==> src/rtl/light_pkg.sv <==
// Shared tail-light constants: brightness level codes, dimming steps
// and the duty-to-level threshold map used by generators and decoders.
package light_pkg;

  localparam logic [2:0] LVL_OFF  = 3'd0;
  localparam logic [2:0] LVL_DIM  = 3'd1;
  localparam logic [2:0] LVL_LOW  = 3'd2;
  localparam logic [2:0] LVL_MID  = 3'd3;
  localparam logic [2:0] LVL_FULL = 3'd4;

  localparam int unsigned THR_DIM  = 2;
  localparam int unsigned THR_LOW  = 9;
  localparam int unsigned THR_MID  = 39;
  localparam int unsigned THR_FULL = 159;

  localparam logic [7:0] STEP_OFF  = 8'h00;
  localparam logic [7:0] STEP_DIM  = 8'h03;
  localparam logic [7:0] STEP_LOW  = 8'h0F;
  localparam logic [7:0] STEP_MID  = 8'h3F;
  localparam logic [7:0] STEP_FULL = 8'hFF;

  // Thresholds are written for an 8-bit period; rescale by shifting.
  function automatic int unsigned thr_scale(
    input int unsigned base,
    input int          bits
  );
    if (bits >= 8) return base << (bits - 8);
    return base >> (8 - bits);
  endfunction

  function automatic logic [2:0] duty_level(
    input int unsigned d,
    input int          bits
  );
    int unsigned t0;
    int unsigned t1;
    int unsigned t2;
    int unsigned t3;
    logic [2:0]  lv;
    t0 = thr_scale(THR_DIM, bits);
    t1 = thr_scale(THR_LOW, bits);
    t2 = thr_scale(THR_MID, bits);
    t3 = thr_scale(THR_FULL, bits);
    lv = LVL_FULL;
    unique case (1'b1)
      (d < t0):             lv = LVL_OFF;
      (d >= t0 && d < t1):  lv = LVL_DIM;
      (d >= t1 && d < t2):  lv = LVL_LOW;
      (d >= t2 && d < t3):  lv = LVL_MID;
      default:              lv = LVL_FULL;
    endcase
    return lv;
  endfunction

endpackage

==> src/rtl/pwm_duty_decoder_if.sv <==
// Bundle between a PWM line under test and its duty decoder:
// the measured line plus the decoded duty/level/valid/locked results.
interface pwm_duty_decoder_if #(
  parameter int PERIOD_BITS = 8
);

  logic                   pwm_in;
  logic [PERIOD_BITS-1:0] duty;
  logic [2:0]             level;
  logic                   valid;
  logic                   locked;

  modport master (
    output pwm_in,
    input  duty,
    input  level,
    input  valid,
    input  locked
  );

  modport slave (
    input  pwm_in,
    output duty,
    output level,
    output valid,
    output locked
  );

endinterface

==> src/rtl/sync_ff.sv <==
// Generic multi-flop synchroniser with synchronous clear,
// shared by PWM read-back and push-button inputs.
module sync_ff #(
  parameter int STAGES = 2
) (
  input  logic clk,
  input  logic reset,
  input  logic d_i,
  output logic q_o
);

  logic [STAGES-1:0] sh_q;

  always_ff @(posedge clk) begin
    if (reset) begin
      sh_q <= '0;
    end else begin
      sh_q <= {sh_q[STAGES-2:0], d_i};
    end
  end

  assign q_o = sh_q[STAGES-1];

endmodule

==> src/rtl/pwm_duty_decoder.sv <==
// Measures high time of one PWM line over rise-aligned windows of
// 2^PERIOD_BITS cycles; static lines are reported by a hunt timeout.
module pwm_duty_decoder
  import light_pkg::*;
#(
  parameter int PERIOD_BITS = 8,
  parameter int SYNC_STAGES = 2
) (
  input  logic              clk,
  input  logic              reset,
  pwm_duty_decoder_if.slave bus
);

  localparam int N = PERIOD_BITS;

  localparam logic [0:0] ST_HUNT = 1'b0;
  localparam logic [0:0] ST_MEAS = 1'b1;

  localparam logic [N-1:0] WLAST = '1;

  logic         s;
  logic         s_d_q;
  logic         rise;
  logic [0:0]   state_q, state_d;
  logic [N-1:0] wcnt_q, wcnt_d;
  logic [N:0]   hcnt_q, hcnt_d;
  logic [N:0]   hsum;
  logic         norise_q, norise_d;
  logic [N-1:0] duty_q, duty_d;
  logic [2:0]   level_q, level_d;
  logic         valid_q, valid_d;

  sync_ff #(
    .STAGES (SYNC_STAGES)
  ) u_sync (
    .clk   (clk),
    .reset (reset),
    .d_i   (bus.pwm_in),
    .q_o   (s)
  );

  assign rise = s & ~s_d_q;

  always_comb begin
    state_d  = state_q;
    wcnt_d   = wcnt_q + N'(1);
    hcnt_d   = hcnt_q;
    norise_d = norise_q;
    duty_d   = duty_q;
    valid_d  = 1'b0;
    // wcnt==0 in MEAS is the first cycle of a follow-on window
    hsum = (wcnt_q == '0) ? (N+1)'(s)
                          : hcnt_q + (N+1)'(s);
    unique case (state_q)
      ST_HUNT: begin
        if (rise) begin
          state_d  = ST_MEAS;
          wcnt_d   = N'(1);
          hcnt_d   = (N+1)'(1);
          norise_d = 1'b0;
        end else if (wcnt_q == WLAST) begin
          valid_d = 1'b1;
          duty_d  = s ? '1 : '0;
        end
      end
      default: begin
        hcnt_d = hsum;
        if (wcnt_q == '0) begin
          norise_d = ~rise;
        end
        if (wcnt_q == WLAST) begin
          valid_d = 1'b1;
          duty_d  = hsum[N] ? '1 : hsum[N-1:0];
          if (norise_d) begin
            state_d = ST_HUNT;
          end
        end
      end
    endcase
    level_d = duty_level(32'(duty_d), N);
  end

  always_ff @(posedge clk) begin
    if (reset) begin
      s_d_q    <= 1'b0;
      state_q  <= ST_HUNT;
      wcnt_q   <= '0;
      hcnt_q   <= '0;
      norise_q <= 1'b0;
      duty_q   <= '0;
      level_q  <= LVL_OFF;
      valid_q  <= 1'b0;
    end else begin
      s_d_q    <= s;
      state_q  <= state_d;
      wcnt_q   <= wcnt_d;
      hcnt_q   <= hcnt_d;
      norise_q <= norise_d;
      duty_q   <= duty_d;
      level_q  <= level_d;
      valid_q  <= valid_d;
    end
  end

  assign bus.duty   = duty_q;
  assign bus.level  = level_q;
  assign bus.valid  = valid_q;
  assign bus.locked = (state_q == ST_MEAS);

endmodule

==> src/flat_wrapper.sv <==
// flat-port wrapper written by rule: the top's interface ports become plain ports
module pwm_duty_decoder_flat import light_pkg::*;
#(
  parameter int PERIOD_BITS = 8,
  parameter int SYNC_STAGES = 2
)
  (clk, reset, bus_pwm_in, bus_duty, bus_level, bus_valid, bus_locked);
  pwm_duty_decoder_if #(.PERIOD_BITS(PERIOD_BITS)) bus_i ();
  input  logic clk;
  input  logic reset;
  input wire logic [$bits(bus_i.pwm_in)-1:0] bus_pwm_in;
  output wire logic [$bits(bus_i.duty)-1:0] bus_duty;
  output wire logic [$bits(bus_i.level)-1:0] bus_level;
  output wire logic [$bits(bus_i.valid)-1:0] bus_valid;
  output wire logic [$bits(bus_i.locked)-1:0] bus_locked;
  assign bus_i.pwm_in = bus_pwm_in;
  assign bus_duty = bus_i.duty;
  assign bus_level = bus_i.level;
  assign bus_valid = bus_i.valid;
  assign bus_locked = bus_i.locked;
  pwm_duty_decoder #(.PERIOD_BITS(PERIOD_BITS), .SYNC_STAGES(SYNC_STAGES)) u_core (.clk(clk), .reset(reset), .bus(bus_i));
endmodule
==> config.mk <==
export PLATFORM = sky130hd
export DESIGN_NAME = pwm_duty_decoder_flat
export DESIGN_NICKNAME = d
export VERILOG_FILES = /design/src/rtl/light_pkg.sv /design/src/rtl/pwm_duty_decoder_if.sv /design/src/rtl/sync_ff.sv /design/src/rtl/pwm_duty_decoder.sv /design/src/flat_wrapper.sv
export SDC_FILE = /design/constraint.sdc
export NUM_CORES = 1
export LEC_CHECK = 0
export CORE_ASPECT_RATIO = 2
export CORE_UTILIZATION = 36
export CTS_CLUSTER_SIZE = 12
export DETAILED_ROUTE_END_ITERATION = 16
export DONT_BUFFER_PORTS = 1
export GPL_TIMING_DRIVEN = 0
export PLACE_DENSITY = 0.61
export SYNTH_ARGS = -nofsm -noshare
export SYNTH_HDL_FRONTEND = slang
export SYNTH_SLANG_ARGS = --single-unit
==> constraint.sdc <==
create_clock -name clk -period 2.9 [get_ports clk]
set_input_delay 0.29 -clock clk [delete_from_list [all_inputs] [get_ports clk]]
set_output_delay 0.29 -clock clk [all_outputs]
set_load 0.005 [all_outputs]
# --- Word level (Yosys, flattened, before mapping) ---
# Cells that the tools add are included.
totals:
  register_bits: 34
  in_bits: 3
  out_inout_bits: 13
  word_cells: 50
classes:
  n_addsub: 2
  magnitude_cmp: 7
  eq_ne: 1
  mux: 23
  n_bitwise: 3
  reduce_logical: 5
op_table:
  columns: ["cell", "n"]
  rows:
  - ["$mux W8", 8]
  - ["$mux W9", 3]
  - ["$pmux W3 S4", 1]
  - ["$mux W1", 11]
  - ["$add A9 B1 Y9", 1]
  - ["$add A8 B1 Y8 const B", 1]
  - ["$eq A8 B8 Y1 const B", 1]
  - ["$ge A8 B2 Y1 const B", 1]
  - ["$ge A8 B4 Y1 const B", 1]
  - ["$ge A8 B6 Y1 const B", 1]
  - ["$logic_not A8 Y1", 1]
  - ["$lt A8 B2 Y1 const B", 1]
  - ["$lt A8 B4 Y1 const B", 1]
  - ["$lt A8 B6 Y1 const B", 1]
  - ["$lt A8 B8 Y1 const B", 1]
  - ["$logic_and A1 B1 Y1", 3]
  - ["$not A1 Y1", 2]
  - ["$reduce_bool A2 Y1", 1]
  - ["$and A1 B1 Y1", 1]

# --- Depth between registers and ports, before layout ---
# Gate-level depths: netlist (run 1).
logic_depth:
  depth_word: 8
  ltp_mapped: 11
  depth_no_buf: 9

# --- Hierarchy ---
# Synthesis (run 1) repeated with hierarchy kept, for this count alone.
hier_totals:
  hier_cells: 209
  hier_area_um2: 1770.4
by_module_without_submodules:
  columns: ["module", "n_inst", "cells_each", "area_each_um2", "seq_area_each_um2"]
  rows:
  - ["pwm_duty_decoder", 1, 205, 1717.9, 640.6]
  - ["sync_ff", 1, 4, 52.6, 40.0]

# --- Worst setup path before layout (run 1) ---
# OpenSTA, ideal clock, no wires.
synth_path:
  path_type: "register to register"
  start: "register u_core.u_sync.sh_q[1]"
  end: "register u_core.level_q[0] (netlist: u_core.bus.level[0])"
  setup_ps: 134
  t_arrival_ps: 2213
  t_required_ps: 2766
  setup_slack_ps: 553
  stages_incl_launch_ff: 11
  n_path_buf: 1
  period_less_slack_ps: 2347
  path_cell_list: "dfxtp_1 ha_1 ha_1 nand4_1 mux2i_1 o311a_1 buf_6 o211a_1 and3_1 o21ai_0 a31oi_1"
synth_via:
  elab_chain_len: 8
  elab_cells_between_ends: 20
  cone_classes: "add/sub: 1; order compare: 7; mux: 8; bitwise: 1; reduce/logical: 3"
synth_rtl:
  columns: ["item", "line_no", "source"]
  rows:
  - ["from (decl)", "sync_ff.sv:12", "logic [STAGES-1:0] sh_q;"]
  - ["from (signal assigned)", "sync_ff.sv:18", "sh_q <= {sh_q[STAGES-2:0], d_i};"]
  - ["$add A9 B1 Y9", "pwm_duty_decoder.sv:53", ": hcnt_q + (N+1)'(s);"]
  - ["$mux W9", "pwm_duty_decoder.sv:52", "hsum = (wcnt_q == '0) ? (N+1)'(s)"]
  - ["$mux W8", "pwm_duty_decoder.sv:73", "duty_d = hsum[N] ? '1 : hsum[N-1:0];"]
  - ["$mux W8", "pwm_duty_decoder.sv:71", "if (wcnt_q == WLAST) begin"]
  - ["$mux W8 *", "pwm_duty_decoder.sv:54", "unique case (state_q)"]
  - ["$ge A8 B6 Y1, or another cell as far along", "light_pkg.sv:49", "(d >= t2 && d < t3): lv = LVL_MID;"]
  - ["$logic_and A1 B1 Y1 (on tied branches)", "light_pkg.sv:49, light_pkg.sv:47, light_pkg.sv:48", null]
  - ["$pmux W3 S4 *", "light_pkg.sv:45", "unique case (1'b1)"]
  - ["to (signal assigned)", "pwm_duty_decoder.sv:100", "level_q <= level_d;"]
  - ["to (decl)", "pwm_duty_decoder.sv:30", "logic [2:0] level_q, level_d;"]
# Mark *: on every way between the ends. The rest lies on a longest branch, timed or not.
# A chain may end at the register's enable or synchronous reset.

# --- Worst setup path after layout (run 1) ---
# Same ends and word-level chain as after synthesis.

==> results of run 1 <==
-- area by class of cell --
type | instances | area, um2
fill | 502 | 2880
multi-input combinational | 176 | 1100
sequential | 34 | 682
clock buffer | 7 | 86.3
tap | 57 | 71.3
buffer | 13 | 62.6
inverter | 5 | 18.8
timing repair buffer | 1 | 7.51
clock inverter | 1 | 5.00
-- per-stage QoR --
step / cells / worst slack [ns] / utilization, % / power (mW) / hold WS (ns)
finish: 294 / 0.240 / 41.4 / 0.919 / 0.124
global route: 294 / 0.000856 / 41.4 / 0.954 / 0.124
CTS: 293 / 0.137 / 41.2 / 0.927 / 0.122
detailed placement: 285 / 0.166 / 39.4 / 0.562 / 0.424
global placement: 285 / 0.149 / 39.4 / 0.562 / 0.415
floorplan: 228 / 0.553 / - / 0.541 / 0.414
-- cells by family after synthesis --
kind of cell	Yosys count
flip-flops	34
buffers and inverters	18
adder cells (fa/ha/maj)	4
multiplexers	2
XOR/XNOR	8
AND/OR/NAND/NOR	90
AO/OA/AOI/OAI	72
-- worst max-delay path, cell delays in order (launching register included) --
cell     delay (ns)
dfxtp_2        0.39
ha_1           0.19
ha_1           0.25
nand4_1        0.27
mux2i_1        0.19
o311a_1        0.35
buf_6          0.15
o211a_1        0.26
and3_1         0.19
o21ai_0        0.18
a31oi_1        0.10
-- what timing repair did --
action / 4_1_cts / 5_1_grt
buffers inserted: 0 / 1
resized for setup: 0 / 1
hold endpoints to repair: 0 / 0
endpoints found under the setup margin: 0 / 2
-- synthesized netlist by cell type (3+ instances only) --
library cell	instances
nor2b_1	7
a211oi_1	4
nand2b_1	3
and3_1	3
a22oi_1	4
inv_1	5
nor3_1	6
clkbuf_1	7
and2_1	5
nand3_1	7
o22ai_1	10
o21ai_0	14
ha_1	4
a21oi_1	16
a21oi_2	3
o21a_1	3
dfxtp_1	34
nor2_1	27
nand2_1	16
xor2_1	6
-- power by group through the flow --
stage	Combinational (mW)	Sequential (mW)	Clock [mW]
2_1_floorplan	0.0495	0.491	0
3_3_place_gp	0.0675	0.494	0
3_5_place_dp	0.0675	0.494	0
4_1_cts	0.0680	0.483	0.376
5_1_grt	0.0756	0.484	0.393
6_report	0.0677	0.484	0.367
-- sequential cells by signal, indices dropped and copies added (netlist names) --
name and cells:
u_core.bus.level 3, u_core.s_d_q 1, u_core.u_sync.sh_q 2, u_core.bus.locked 1
u_core.hcnt_q 9, u_core.bus.duty 8, u_core.wcnt_q 8, u_core.bus.valid 1
u_core.norise_q 1
-- routing by layer --
layer / routed length [um] / track usage, %
met5: 0 / 0
met2: 2720 / 35.5
met3: 114 / 3.67
met1: 1700 / 16.8
met4: 195 / 11.7
-- worst paths after layout --
| check | to | slack [ns] | depth (start not counted) |
|---|---|---|---|
| min reg2reg | u_core.u_sync.sh_q[1]$_SDFF_PP0_ | 0.44 | 1 |
| max reg2reg | u_core.bus.level[0]$_SDFF_PP0_ | 0.24 | 10 |
| min | u_core.u_sync.sh_q[0]$_SDFF_PP0_ | 0.12 | 1 |
| max | u_core.bus.level[0]$_SDFF_PP0_ | 0.24 | 10 |
==> flow_summary_export.csv, run 1 <==
group,metric,value,unit
logic_synthesis,synth.yosys.seq_area_share,36.6,%
global_route,antenna_found_initial,0,
routing,drt_iter0_drc,40,
clocking,cts.clk_slew.worst_paths,0.07,ns
clocking,cts_buffers,5,
timing,fmax,0.376,GHz
routing,num_vias,1692,
die,die_x,52.9,um
min_path,hold_start,"bus_pwm_in",
clocking,clock_path_buffers,2,
logic_synthesis,synth_top_cell_area_share,36.6,%
routing,ant_nets,0,
die,die_y,104,um
die,dieArea,0.00548,mm2
setup_path,critPathLaunch,"u_core.u_sync.sh_q[1]$_SDFF_PP0_",
logic_synthesis,synth_top_area_cell,"dfxtp_1",
setup_path,cp_max_fo,10,
timing,setup_violations,0,
routing,dr.pass1.iters,5,
timing,period_needed,2.66,ns
routing,vias_per_cell,5.76,
logic_synthesis,synth_area_per_cell,8.17,um2
die,core,0.00491,mm2
timing,relSlewSlack,60.6,%
logic_synthesis,synth_edf_count,0,
power_and_ir_drop,combPwrFrac,7.4,%
logic_synthesis,synth-async-reset-ratio,0,%
die,initial_utilization,37.9,%
timing,min_period_over_period,91.7,%
timing,hold_violations,0,
logic_synthesis,synth_cell_types,54,
power_and_ir_drop,p_seq_share,52.7,%
timing,skew,0.00641,ns
final_layout,drive_above_1_share,9.70,%
place,gp_congestion,0.817,
logic_synthesis,syn_inst,228,
power_and_ir_drop,p_leak,0.734,nW
final_layout,insertedDiodeCount,0,
power_and_ir_drop,p_sw,0.230,mW
timing,tns,0,ns
setup_path,cp-start-kind,"register",
timing,tightest_slew,0.590,ns
routing,wl_per_cell,16.1,um
power_and_ir_drop,intPower,0.689,mW
final_layout,area_growth,9.21,%
global_route,grt_max_degree,11,
setup_path,r2r_start,"u_core.u_sync.sh_q[1]$_SDFF_PP0_",
logic_synthesis,synth_compound_area_share,26.1,%
place,placed_cell_area,0.00193,mm2
final_layout,final_cell_mix,"dfxtp_1, nor2_1, nand2_1, a21oi_1, o21ai_0",
global_route,first_global_vias,1595,
logic_synthesis,synth-simple-area-share,25.4,%
power_and_ir_drop,switching_share,25.0,%
place,dpl.hpwl,3.64,mm
routing,drt_wl_total,4.74,mm
die,num_rows,36,
clocking,insertion_delay,0.29,ns
logic_synthesis,synth.area.top_cells,"dfxtp_1, nor2_1, a21oi_1, o21ai_0, o22ai_1",
clocking,cts.sinks,34,
logic_synthesis,ys_warn_count,0,
clocking,cts_hold_buffers,0,
logic_synthesis,muxShareOfSynthArea,1.08,%
global_route,grt_pass1_wl,7.56,mm
setup_path,path_class,"register to register",
job,cap_violations,0,
logic_synthesis,synth_xor_area_share,3.76,%
die,num_io_pins,16,
clocking,tritoncts,"done",
run_status,status,"finished clean",
logic_synthesis,ys_ff_latch,34,
power_and_ir_drop,ir_worst_vdd,223,uV
final_layout,final_nets,243,
logic_synthesis,synth_area,0.00186,mm2
logic_synthesis,syn_nets,235,
clocking,htree_num_levels,2,
clocking,cts_root_buf,"clkbuf_8",
place,portBuffers,0,
timing,drv_slew,0,
final_layout,final_common_cell,"dfxtp_1",
logic_synthesis,synth_top_family_by_area,"compound AO/OA/AOI/OAI gates",
setup_path,cp_data_arrival_time,2.81,ns
power_and_ir_drop,p_per_area,452,mW/mm2
global_route,grtUsageTotal,18.9,%
min_path,hold_class,"primary input to register",
routing,drc,0,
global_route,overflow,0,
logic_synthesis,synth_fa_ha_area_share,2.69,%
timing,rsz0062_at_grt,"no",
final_layout,post-route-cell-area,0.00203,mm2
setup_path,endpoint_kind,"register",
setup_path,required,3.05,ns
logic_synthesis,synth_flop_cell,"dfxtp_1",
power_and_ir_drop,power_frac_clock,40.0,%
Note: power is estimated with default switching activity, not from simulation.
==> inputs of run 2 (changes only) <==
==> constraint.sdc (replaced) <==
create_clock -name clk -period 2.69 [get_ports clk]
set_input_delay 0.269 -clock clk [delete_from_list [all_inputs] [get_ports clk]]
set_output_delay 0.269 -clock clk [all_outputs]
set_load 0.005 [all_outputs]
==> run 2 against run 1 <==
Critical endpoint unchanged. Critical path type unchanged. Worst setup slack worse by 0.084 ns. Design area up 1.5%. Highest routed layer unchanged. Via count up 0.71%.
==> flow_summary_export.csv, run 2 (synthesis results as in run 1) <==
group,metric,value,unit
timing,hold_violations,0,
setup_path,worst_r2r_path_depth,10,
setup_path,cp_slowest_cell,"dfxtp_2",
die,initial_utilization,37.9,%
timing,tns,0,ns
setup_path,worst_path_dominant_cell_family,"compound AO/OA/AOI/OAI gates",
die,core,0.00491,mm2
final_layout,final_cell_mix,"dfxtp_1, nor2_1, nand2_1, a21oi_1, o21ai_0",
place,gp_congestion,0.817,
setup_path,cp_max_fo,5,
timing,skew,0.00700,ns
power_and_ir_drop,p_leak,0.736,nW
power_and_ir_drop,combPwrFrac,7.4,%
power_and_ir_drop,p_seq_share,52.5,%
setup_path,endpoint_kind,"register",
global_route,grt_max_degree,11,
global_route,grt_pass1_wl,7.57,mm
timing,min_period_over_period,94.2,%
routing,drt_iter0_drc,31,
power_and_ir_drop,p_sw,0.252,mW
clocking,cts.clk_slew.worst_paths,0.07,ns
clocking,tritoncts,"done",
routing,vias_per_cell,5.76,
final_layout,largest-register,"u_core.hcnt_q",
min_path,holdPathStages,1,
routing,drc,0,
setup_path,crit_chain,"ha_2, ha_4, nand4_1, buf_4, nor3_1, o21ai_0, a41o_1, a211oi_2, a311o_1, a31oi_1",
power_and_ir_drop,switching_share,25.4,%
timing,period_needed,2.53,ns
run_status,status,"finished clean",
place,placed_cell_area,0.00193,mm2
clocking,htree_num_levels,2,
die,die_y,104,um
global_route,first_global_vias,1597,
timing,setup_violations,0,
final_layout,area_growth,10.8,%
clocking,clock_path_buffers,2,
setup_path,path_class,"register to register",
clocking,cts_hold_buffers,0,
setup_path,max_stage_delay,0.40,ns
place,portBuffers,0,
die,num_rows,36,
setup_path,reg2reg_to,"u_core.bus.level[0]$_SDFF_PP0_",
clocking,cts.sinks,34,
power_and_ir_drop,intPower,0.743,mW
clocking,insertion_delay,0.29,ns
power_and_ir_drop,ir_worst_vdd,241,uV
clocking,cts_buffers,5,
setup_path,required,2.85,ns
job,cap_violations,0,
setup_path,cp_data_arrival_time,2.69,ns
clocking,cts_root_buf,"clkbuf_8",
final_layout,largest_register_ffs,9,
routing,dr.pass1.iters,4,
global_route,grtUsageTotal,19.0,%
timing,tightest_slew,0.584,ns
routing,wl_per_cell,16.3,um
final_layout,post-route-cell-area,0.00206,mm2
setup_path,path_buf_inv,1,
timing,relSlewSlack,61.1,%
die,die_x,52.9,um
final_layout,fillCellCount,502,
die,dieArea,0.00548,mm2
min_path,hold_start,"bus_pwm_in",
timing,rsz0062_at_grt,"no",
final_layout,final_common_cell,"dfxtp_1",
power_and_ir_drop,p_per_area,482,mW/mm2
setup_path,r2r_start,"u_core.u_sync.sh_q[1]$_SDFF_PP0_",
timing,fmax,0.395,GHz
global_route,overflow,0,
final_layout,final_nets,245,
global_route,antenna_found_initial,0,
min_path,holdPathEnd,"u_core.u_sync.sh_q[0]$_SDFF_PP0_",
routing,ant_nets,0,
setup_path,rrSetupSlack,0.16,ns
timing,drv_slew,0,
routing,drt_wl_total,4.83,mm
routing,num_vias,1704,
place,dpl.hpwl,3.64,mm
die,num_io_pins,16,
setup_path,cp-start-kind,"register",
final_layout,drive_above_1_share,11.3,%
min_path,hold_class,"primary input to register",
power_and_ir_drop,power_frac_clock,40.1,%
timing,hold_ws,0.100,ns
final_layout,insertedDiodeCount,0,
[run 2: changes by cell type in the layout (fill, tap and decap cells not counted), sizes merged]
cell  previous run  this run
buf              7         9
[run 2: worst max-delay path by stage]
| stage | startpoint | endpoint | slack, ns | cells after the start |
|---|---|---|---|---|
| 6_report | u_core.u_sync.sh_q[1]$_SDFF_PP0_ | u_core.bus.level[0]$_SDFF_PP0_ | 0.16 | 10 |
| 5_1_grt | u_core.u_sync.sh_q[1]$_SDFF_PP0_ | u_core.bus.level[0]$_SDFF_PP0_ | 0.003 | 10 |
| 3_5_place_dp | u_core.u_sync.sh_q[1]$_SDFF_PP0_ | u_core.bus.level[0]$_SDFF_PP0_ | -0.04 | 10 |
| 3_3_place_gp | u_core.u_sync.sh_q[1]$_SDFF_PP0_ | u_core.bus.level[0]$_SDFF_PP0_ | -0.06 | 10 |
| 4_1_cts | u_core.u_sync.sh_q[1]$_SDFF_PP0_ | u_core.bus.level[0]$_SDFF_PP0_ | 0.07 | 10 |
| 2_1_floorplan | u_core.u_sync.sh_q[1]$_SDFF_PP0_ | u_core.bus.level[0]$_SDFF_PP0_ | 0.34 | 10 |
[run 2: what timing repair did]
item,CTS,global route
pin swaps,1,1
setup buffers,2,1
endpoints found under the setup margin,1,3
gates cloned,0,0
resized for setup,1,4
[run 2: worst reg2reg max path, cell delays in order, from the launching register on]
cell      delay, ns
dfxtp_2        0.40
ha_2           0.24
ha_4           0.17
nand4_1        0.22
buf_4          0.22
nor3_1         0.19
o21ai_0        0.11
a41o_1         0.29
a211oi_2       0.28
a311o_1        0.21
a31oi_1        0.08
[run 2: stage by stage]
| step | power [mW] | instances | setup WS (ns) | utilization [%] |
|---|---|---|---|---|
| floorplan | 0.583 | 228 | 0.343 | - |
| global placement | 0.605 | 285 | -0.0610 | 39.4 |
| detailed placement | 0.605 | 285 | -0.0437 | 39.4 |
| CTS | 1.00 | 295 | 0.0721 | 41.6 |
| global route | 1.03 | 296 | 0.00337 | 42.0 |
| finish | 0.995 | 296 | 0.156 | 42.0 |
[run 2: routing by layer]
metal  share of wire, %  GRT usage, %  vias up
met5                  0             0        -
met4                4.1          11.7        0
met3                2.3          3.67       12
met2                 58          35.7       28
met1                 36          16.8      818
li1                   -             -      846
[run 2: cell type report]
class / count / area, um2 / area share (%)
sequential: 34 / 682 / 33.1
clock buffer: 7 / 86.3 / 4.18
buffer: 13 / 62.6 / 3.03
inverter: 5 / 18.8 / 0.910
clock inverter: 1 / 5.00 / 0.243
multi-input combinational: 176 / 1110 / 54.0
timing repair buffer: 3 / 22.5 / 1.09
tap: 57 / 71.3 / 3.46
[run 2: power by group through the flow]
stage	sequential, mW	combinational [mW]	clock, mW
2_1_floorplan	0.530	0.0533	0
3_3_place_gp	0.533	0.0728	0
3_5_place_dp	0.533	0.0727	0
4_1_cts	0.521	0.0733	0.405
5_1_grt	0.523	0.0825	0.426
6_report	0.522	0.0741	0.399
